$ cat src/rtl/stencil3x3_sum_stream_if.sv
`default_nettype none
// ============================================================================
// Module   : stencil3x3_sum_stream_if
// Purpose  : Pixel-in / window-sum-out stream bundle for the 3x3 stencil.
// Revision : 1.0
// ============================================================================
interface stencil3x3_sum_stream_if #(
  parameter int WIDTH = 16
);
  logic             in_valid;
  logic [WIDTH-1:0] in_data;
  logic             mode;
  logic             out_valid;
  logic [WIDTH-1:0] out_data;
  logic             frame_done;

  modport master (
    output in_valid, in_data, mode,
    input  out_valid, out_data, frame_done
  );

  modport slave (
    input  in_valid, in_data, mode,
    output out_valid, out_data, frame_done
  );
endinterface
`default_nettype wire

$ cat src/rtl/stencil3x3_sum_stream.sv
`default_nettype none
// ============================================================================
// Module   : stencil3x3_sum_stream
// Purpose  : Streaming 3x3 box sum over a raster image, wrapping or saturating.
// Revision : 1.0
// ============================================================================
module stencil3x3_sum_stream #(
  parameter int WIDTH = 16,
  parameter int IMG_W = 64,
  parameter int IMG_H = 64
) (
  input  wire                            clk,
  input  wire                            reset,
  stencil3x3_sum_stream_if.slave         s
);

  localparam int c_CW = $clog2(IMG_W);
  localparam int c_RW = $clog2(IMG_H);
  localparam int c_SW = WIDTH + 4;
  localparam logic [c_CW-1:0] c_COL_LAST = c_CW'(IMG_W - 1);
  localparam logic [c_RW-1:0] c_ROW_LAST = c_RW'(IMG_H - 1);
  localparam logic [c_CW-1:0] c_COL_TWO  = c_CW'(2);
  localparam logic [c_RW-1:0] c_ROW_TWO  = c_RW'(2);

  logic [c_CW-1:0]  r_col;
  logic [c_RW-1:0]  r_row;
  logic [WIDTH-1:0] r_line0 [IMG_W];
  logic [WIDTH-1:0] r_line1 [IMG_W];
  logic [WIDTH-1:0] r_win   [3][3];
  logic             r_out_valid;
  logic [WIDTH-1:0] r_out_data;
  logic             r_frame_done;

  logic             w_accept;
  logic             w_complete;
  logic             w_col_last;
  logic             w_row_last;
  logic [WIDTH-1:0] w_l0;
  logic [WIDTH-1:0] w_l1;
  logic [c_SW-1:0]  w_sum;
  logic [WIDTH-1:0] w_res;

  assign w_accept   = s.in_valid && !reset;
  assign w_col_last = (r_col == c_COL_LAST);
  assign w_row_last = (r_row == c_ROW_LAST);
  assign w_complete = (r_row >= c_ROW_TWO) && (r_col >= c_COL_TWO);
  assign w_l0       = r_line0[r_col];
  assign w_l1       = r_line1[r_col];

  // The incoming column is summed directly, so the result registers one edge after acceptance.
  always_comb begin
    w_sum = '0;
    for (int k = 0; k < 3; k++) begin
      w_sum = w_sum + {4'b0000, r_win[k][1]} + {4'b0000, r_win[k][2]};
    end
    w_sum = w_sum + {4'b0000, w_l1} + {4'b0000, w_l0} + {4'b0000, s.in_data};
    if (s.mode && (|w_sum[c_SW-1:WIDTH])) begin
      w_res = '1;
    end else begin
      w_res = w_sum[WIDTH-1:0];
    end
  end

  // Line buffers are never cleared: row>=2 gating keeps stale entries out of results.
  always_ff @(posedge clk) begin
    if (w_accept) begin
      r_line0[r_col] <= s.in_data;
      r_line1[r_col] <= w_l0;
    end
  end

  always_ff @(posedge clk) begin
    if (reset) begin
      r_col        <= '0;
      r_row        <= '0;
      r_out_valid  <= 1'b0;
      r_out_data   <= '0;
      r_frame_done <= 1'b0;
      for (int r = 0; r < 3; r++) begin
        for (int c = 0; c < 3; c++) begin
          r_win[r][c] <= '0;
        end
      end
    end else begin
      r_out_valid  <= 1'b0;
      r_frame_done <= 1'b0;
      if (s.in_valid) begin
        for (int r = 0; r < 3; r++) begin
          r_win[r][0] <= r_win[r][1];
          r_win[r][1] <= r_win[r][2];
        end
        r_win[0][2] <= w_l1;
        r_win[1][2] <= w_l0;
        r_win[2][2] <= s.in_data;

        if (w_complete) begin
          r_out_valid  <= 1'b1;
          r_out_data   <= w_res;
          r_frame_done <= w_col_last && w_row_last;
        end

        if (w_col_last) begin
          r_col <= '0;
          r_row <= w_row_last ? '0 : r_row + 1'b1;
        end else begin
          r_col <= r_col + 1'b1;
        end
      end
    end
  end

  assign s.out_valid  = r_out_valid;
  assign s.out_data   = r_out_data;
  assign s.frame_done = r_frame_done;

endmodule
`default_nettype wire

$ cat src/flat_wrapper.sv
// flat-port wrapper written by rule: the top's interface ports become plain ports
module stencil3x3_sum_stream_flat 
#(
  parameter int WIDTH = 16,
  parameter int IMG_W = 64,
  parameter int IMG_H = 64
)
  (clk, reset, s_in_valid, s_in_data, s_mode, s_out_valid, s_out_data, s_frame_done);
  stencil3x3_sum_stream_if #(.WIDTH(WIDTH)) s_i ();
  input  wire clk;
  input  wire reset;
  input wire logic [$bits(s_i.in_valid)-1:0] s_in_valid;
  input wire logic [$bits(s_i.in_data)-1:0] s_in_data;
  input wire logic [$bits(s_i.mode)-1:0] s_mode;
  output wire logic [$bits(s_i.out_valid)-1:0] s_out_valid;
  output wire logic [$bits(s_i.out_data)-1:0] s_out_data;
  output wire logic [$bits(s_i.frame_done)-1:0] s_frame_done;
  assign s_i.in_valid = s_in_valid;
  assign s_i.in_data = s_in_data;
  assign s_i.mode = s_mode;
  assign s_out_valid = s_i.out_valid;
  assign s_out_data = s_i.out_data;
  assign s_frame_done = s_i.frame_done;
  stencil3x3_sum_stream #(.WIDTH(WIDTH), .IMG_W(IMG_W), .IMG_H(IMG_H)) u_core (.clk(clk), .reset(reset), .s(s_i));
endmodule
$ cat config.mk
export PLATFORM = sky130hd
export DESIGN_NAME = stencil3x3_sum_stream_flat
export DESIGN_NICKNAME = d
export VERILOG_FILES = /design/src/rtl/stencil3x3_sum_stream_if.sv /design/src/rtl/stencil3x3_sum_stream.sv /design/src/flat_wrapper.sv
export SDC_FILE = /design/constraint.sdc
export NUM_CORES = 2
export LEC_CHECK = 0
export BUFFER_PORTS_ARGS = -buffer_cell sky130_fd_sc_hd__buf_2
export CORE_UTILIZATION = 50
export CTS_BUF_LIST = sky130_fd_sc_hd__clkbuf_2 sky130_fd_sc_hd__clkbuf_4 sky130_fd_sc_hd__clkbuf_8
export DETAILED_ROUTE_END_ITERATION = 10
export PLACE_DENSITY = 0.72
export SLEW_MARGIN = 20
export SYNTH_ARGS = -nofsm -noshare
export SYNTH_HDL_FRONTEND = slang
export SYNTH_SLANG_ARGS = --single-unit
$ cat constraint.sdc
create_clock -name clk -period 8 [get_ports clk]
set_clock_uncertainty 0.15 [all_clocks]
set_input_delay 0.4 -clock clk [delete_from_list [all_inputs] [get_ports clk]]
set_output_delay 0.4 -clock clk [all_outputs]
set_load 0.02 [all_outputs]
* Word level (Yosys, flattened, before mapping)
Memory sizes are Yosys's and may differ from the RTL's. A register that Yosys moved wholly into a read port is not among the register bits. Index checks and enable logic that the tools add are counted.
Word-level totals: register bits 30, bits in latches 0, bits in writable memories 2192, bits in read-only memories 0, output and inout port bits 18, word-level logic and storage cells 67, memories 3
Cells by class: $add $sub $neg 10, multiply operators 0, div/mod/pow operators 0, magnitude comparators 2, equal/unequal tests 2, shift operators 0, muxes and demuxes 24, bitwise logic cells 11, reductions and logical operators 10
Memory list:
- u_core.r_line0 | depth 64, width 16, rd ports 1, clocked after memory_dff 1, wr ports 1, line stencil3x3_sum_stream.sv:27 | logic [WIDTH-1:0] r_line0 [IMG_W];
- u_core.r_line1 | depth 64, width 16, rd ports 1, clocked after memory_dff 1, wr ports 1, line stencil3x3_sum_stream.sv:28 | logic [WIDTH-1:0] r_line1 [IMG_W];
- u_core.r_win | depth 3, width 48, rd ports 3, clocked after memory_dff 0, wr ports 3, line stencil3x3_sum_stream.sv:29 | logic [WIDTH-1:0] r_win [3][3];
Operators with widths (count):
- $mux 16 | 10
- $add 20x16->20 | 7
- $mux 6 | 6
- $add 16x16->17 | 1
- $add 6x1->6 const B | 2
- $eq 6x6->1 const B | 2
- $ge 6x2->1 const B | 2
- $or 1x1->1 | 9
- $mux 1 | 8
- $logic_and 1x1->1 | 4
- $reduce_and 2->1 | 2
- $reduce_or 4->1 | 1
- $reduce_or 3->1 | 1
- $not 1->1 | 2
- $reduce_or 2->1 | 1
- $logic_not 1->1 | 1

* Longest topological paths before layout
An unclocked memory read counts as a cell.
depth after elaboration 12, depth in mapped cells 26, depth with buffers taken out 24

* Least setup slack after synthesis
Ideal clock, no wire load.
kind register to register, from register with a tool-made name, to register u_core.r_out_data[10] (netlist: u_core.s.out_data[10]), library setup time 132 ps, arrival 7500 ps, data required time 7718 ps, path slack 218 ps, stages on the path, launching flop included 24, clock period less this slack 7782 ps, path through dfxtp_1 buf_2 clkbuf_1 buf_2 clkbuf_1 mux4_2 mux4_2 mux2i_1 o21ai_1 fa_1 inv_1 fa_1 fa_1 fa_1 inv_1 ha_1 clkbuf_1 o211ai_1 a211oi_1 o211a_1 a211oi_1 o311ai_2 clkbuf_1 o21ai_0
RTL lines:
- end signal: assignment | line stencil3x3_sum_stream.sv:98 | r_out_data <= w_res;
- end: declaration | line stencil3x3_sum_stream.sv:31 | logic [WIDTH-1:0] r_out_data;

==> flow_summary.toml <==
[sta]
drv_slew = 0
hold_viol = 0
setup_slack_ns = 0.426
fin_crit_sh = 0.947
max_slew.worst_pin.slew_ns = 1.04
min_period_ns = 7.57
rsz0062_at_grt = "no"
finalSetupTns_ns = 0
slew-limit-headroom = 0.308
setup_viol = 0
fmax_ghz = 0.132

[worst_setup_path]
worstRegToRegCells = 22
cp-start-kind = "register"
critPathArrivalTime_ns = 8.24
critPathKind = "register to register"
end_kind = "register"
reg2reg_slack_ns = 0.43
r2r-end = "u_core.s.out_data[15]"
path_max_fanout = 31
cp.required_ns = 8.66

[worst_hold_path]
hold_path.class = "input pin to register"
hold_depth = 2
hold_end = "u_core.r_line0[38][15]"
min_from = "s_in_data[15]"

[cells_and_area]
final_layout_size_suffix_gt1_frac = 0.344
ff_latch_area_um2 = 65100
multi_input_area_um2 = 20500
final.fill_count = 12200
area_growth_pct = 13.0
finalNetCount = 4323

[synthesis]
synth-edff-count = 2144
ys_seq_area_frac = 0.754
synth.distinct_cells = 51
ys_seq_elements = 2180
avgSynthCellArea_um2 = 23.1
synth_flop_cell = "edfxtp_1"
synthCells = 3744
syn_area_um2 = 86400
synthesis.nets = 3901
ys_async_sr_fraction = 0
yosys_warnings = 0

[global_routing]
use_met2 = 0.403
grtUsageTotal = 0.256
gr-usage-met3 = 0.0590
grtUsageMet1 = 0.353
antenna_found_initial = 16
grt_pass1_wl_mm = 311
grt_pass1_vias = 42600
grt_overflow = 0
top_usage_layer = "met2"
grt_max_degree = 75

[power]
power_frac_comb = 0.162
leakage_nw = 30.7
p_switching_w = 0.00671
power.density_nw_per_um2 = 267
switching_share = 0.258
internal-power_w = 0.0193
clockPowerShare = 0.348
pwr-share-seq = 0.490
power.total_w = 0.0260
ir_drop_mv = 0.261

[detailed_routing]
drtIter0Drc = 5822
vias = 42300
antenna_left = 0
dr.pass1.iters = 8
vias_per_cell = 6.29
wl_per_cell_um = 32.9
drc = 0
drt_wl_total_mm = 221

[clocking]
clock_latency_ns = 1.07
cts_max_level = 5
root_buffer = "clkbuf_8"
clkTransAtPathRegs_ns = 0.06
cts_tree = "yes"
clock_tree.buffer_depth = 4
cts_sinks = 2180
numCtsBuffers = 349

[floorplan]
placement_rows = 152
ios = 38
start_util = 0.504
die_w_um = 418
core_um2 = 172000
die_h_um = 418
dieArea_um2 = 174000

[placed_design]
gp_congestion = 0.869
dp_slack_ns = 0.472
portBuffers = 37
post-dp-hpwl_mm = 126

[outcome]
outcome = "completed"

[run]
max-cap-violations = 0
critical path, stage by stage (launching register included):
cell	delay, ns
dfxtp_4	0.58
buf_4	0.60
mux4_2	0.59
mux4_2	0.54
mux4_2	0.61
inv_2	0.16
fa_1	0.41
inv_1	0.09
fa_1	0.41
fa_1	0.51
inv_1	0.05
fa_1	0.48
inv_1	0.04
ha_1	0.35
a211o_1	0.16
o211ai_1	0.13
a21o_1	0.23
a211oi_1	0.35
o211a_1	0.22
a211oi_1	0.05
o311ai_2	0.29
buf_4	0.23
o221ai_1	0.12
power groups by stage:
stage | sequential, W | combinational (W) | clock (W)
finish | 0.0128 | 0.00421 | 0.00906
global route | 0.0128 | 0.00459 | 0.00965
CTS | 0.0128 | 0.00420 | 0.00918
detailed placement | 0.0130 | 0.00418 | 0
global placement | 0.0130 | 0.00412 | 0
floorplan | 0.0130 | 0.00287 | 0
per-layer routing:
metal / up-vias / wire length, µm
met4: 6 / 7560
met3: 408 / 24000
met5: - / 42
li1: 16500 / -
met1: 22800 / 82900
met2: 2594 / 106000
kinds of logic after synthesis:
kind of cell	synth area share
flops	0.754
mux	0.177
buf+inv	0.0150
simple gates	0.0159
fa+ha+maj	0.0282
compound gates	0.00785
xor+xnor	0.00284
worst max-delay path by stage:
stage	endpoint	cells past startpoint	start
2_1_floorplan	u_core.s.out_data[10]	23	register
3_3_place_gp	u_core.s.out_data[15]	22	register
3_5_place_dp	u_core.s.out_data[15]	22	register
4_1_cts	u_core.s.out_data[15]	22	register
5_1_grt	u_core.s.out_data[15]	25	register
6_report	u_core.s.out_data[15]	22	register
flip-flops by register name, indices dropped and copies added, names as in the netlist, named ones only:
signal / count
u_core.r_line0: 1024
u_core.r_win: 96
u_core.r_row: 6
u_core.r_col: 6
u_core.s.out_data: 16
u_core.s.frame_done: 1
u_core.r_line1: 1024
u_core.s.out_valid: 1
cell usage after synthesis, drive strengths merged (3+ instances only):
cell type / n / area (µm²)
a211oi: 6 / 45.0
a21o: 8 / 60.1
a21oi: 36 / 184
a31oi: 8 / 50.1
and2: 68 / 425
and3: 3 / 18.8
buf: 81 / 430
clkbuf: 95 / 357
dfxtp: 36 / 721
edfxtp: 2144 / 64400
fa: 96 / 1920
ha: 41 / 513
inv: 136 / 510
mux2: 7 / 78.8
mux2i: 20 / 200
mux4: 665 / 15000
nand2: 34 / 128
nand2b: 6 / 37.5
nand3: 13 / 65.1
nand4: 4 / 25.0
nor2: 121 / 454
nor2b: 8 / 50.1
nor3: 9 / 45.0
o211ai: 5 / 37.5
o21a: 3 / 22.5
o21ai: 32 / 160
o31ai: 3 / 22.5
or2: 5 / 31.3
or3: 5 / 31.3
xnor2: 23 / 201
xor2: 5 / 43.8
repair_timing:
action                    in CTS  in global routing
gates resized for setup        0                  0
buffers inserted               0                  0
hold buffers                  18                  0
hold endpoints to repair     638                  0
through the flow:
| step | instance area, µm² | std cells | hold slack [ns] | utilization |
|---|---|---|---|---|
| 2_1_floorplan | 86400 | 3744 | 0.316 | - |
| 3_3_place_gp | 91000 | 6107 | 0.340 | 0.530 |
| 3_5_place_dp | 91000 | 6107 | 0.359 | 0.530 |
| 4_1_cts | 97600 | 6711 | 0.0151 | 0.569 |
| 5_1_grt | 97600 | 6712 | 0.0542 | 0.569 |
| 6_report | 97600 | 6719 | 0.119 | 0.569 |
final cells by class:
type	count	area share
flip-flops and latches	2180	0.667
clock buffers	473	0.0594
clock inverters	113	0.00669
well taps	2310	0.0296
diodes	8	0.000205
inverters	136	0.00526
repair buffers	247	0.0216
multi-input cells	1252	0.210
cell usage in the layout, fill, tap and decap left out, drive strengths merged, types with 8 or more instances in the layout:
master and n:
nand2 34, o21ai 32, dfxtp 36, diode 8
fa 96, clkbuf 473, nor3 9, edfxtp 2144
nor2 121, a21oi 36, a31oi 8, nand3 13
mux2i 20, a21o 8, xnor2 23, inv 138
ha 41, buf 229, and2 68, nor2b 8
clkinv 102, mux4 665, dlygate4sd3 18
Note: power is estimated with default switching activity, not from simulation.
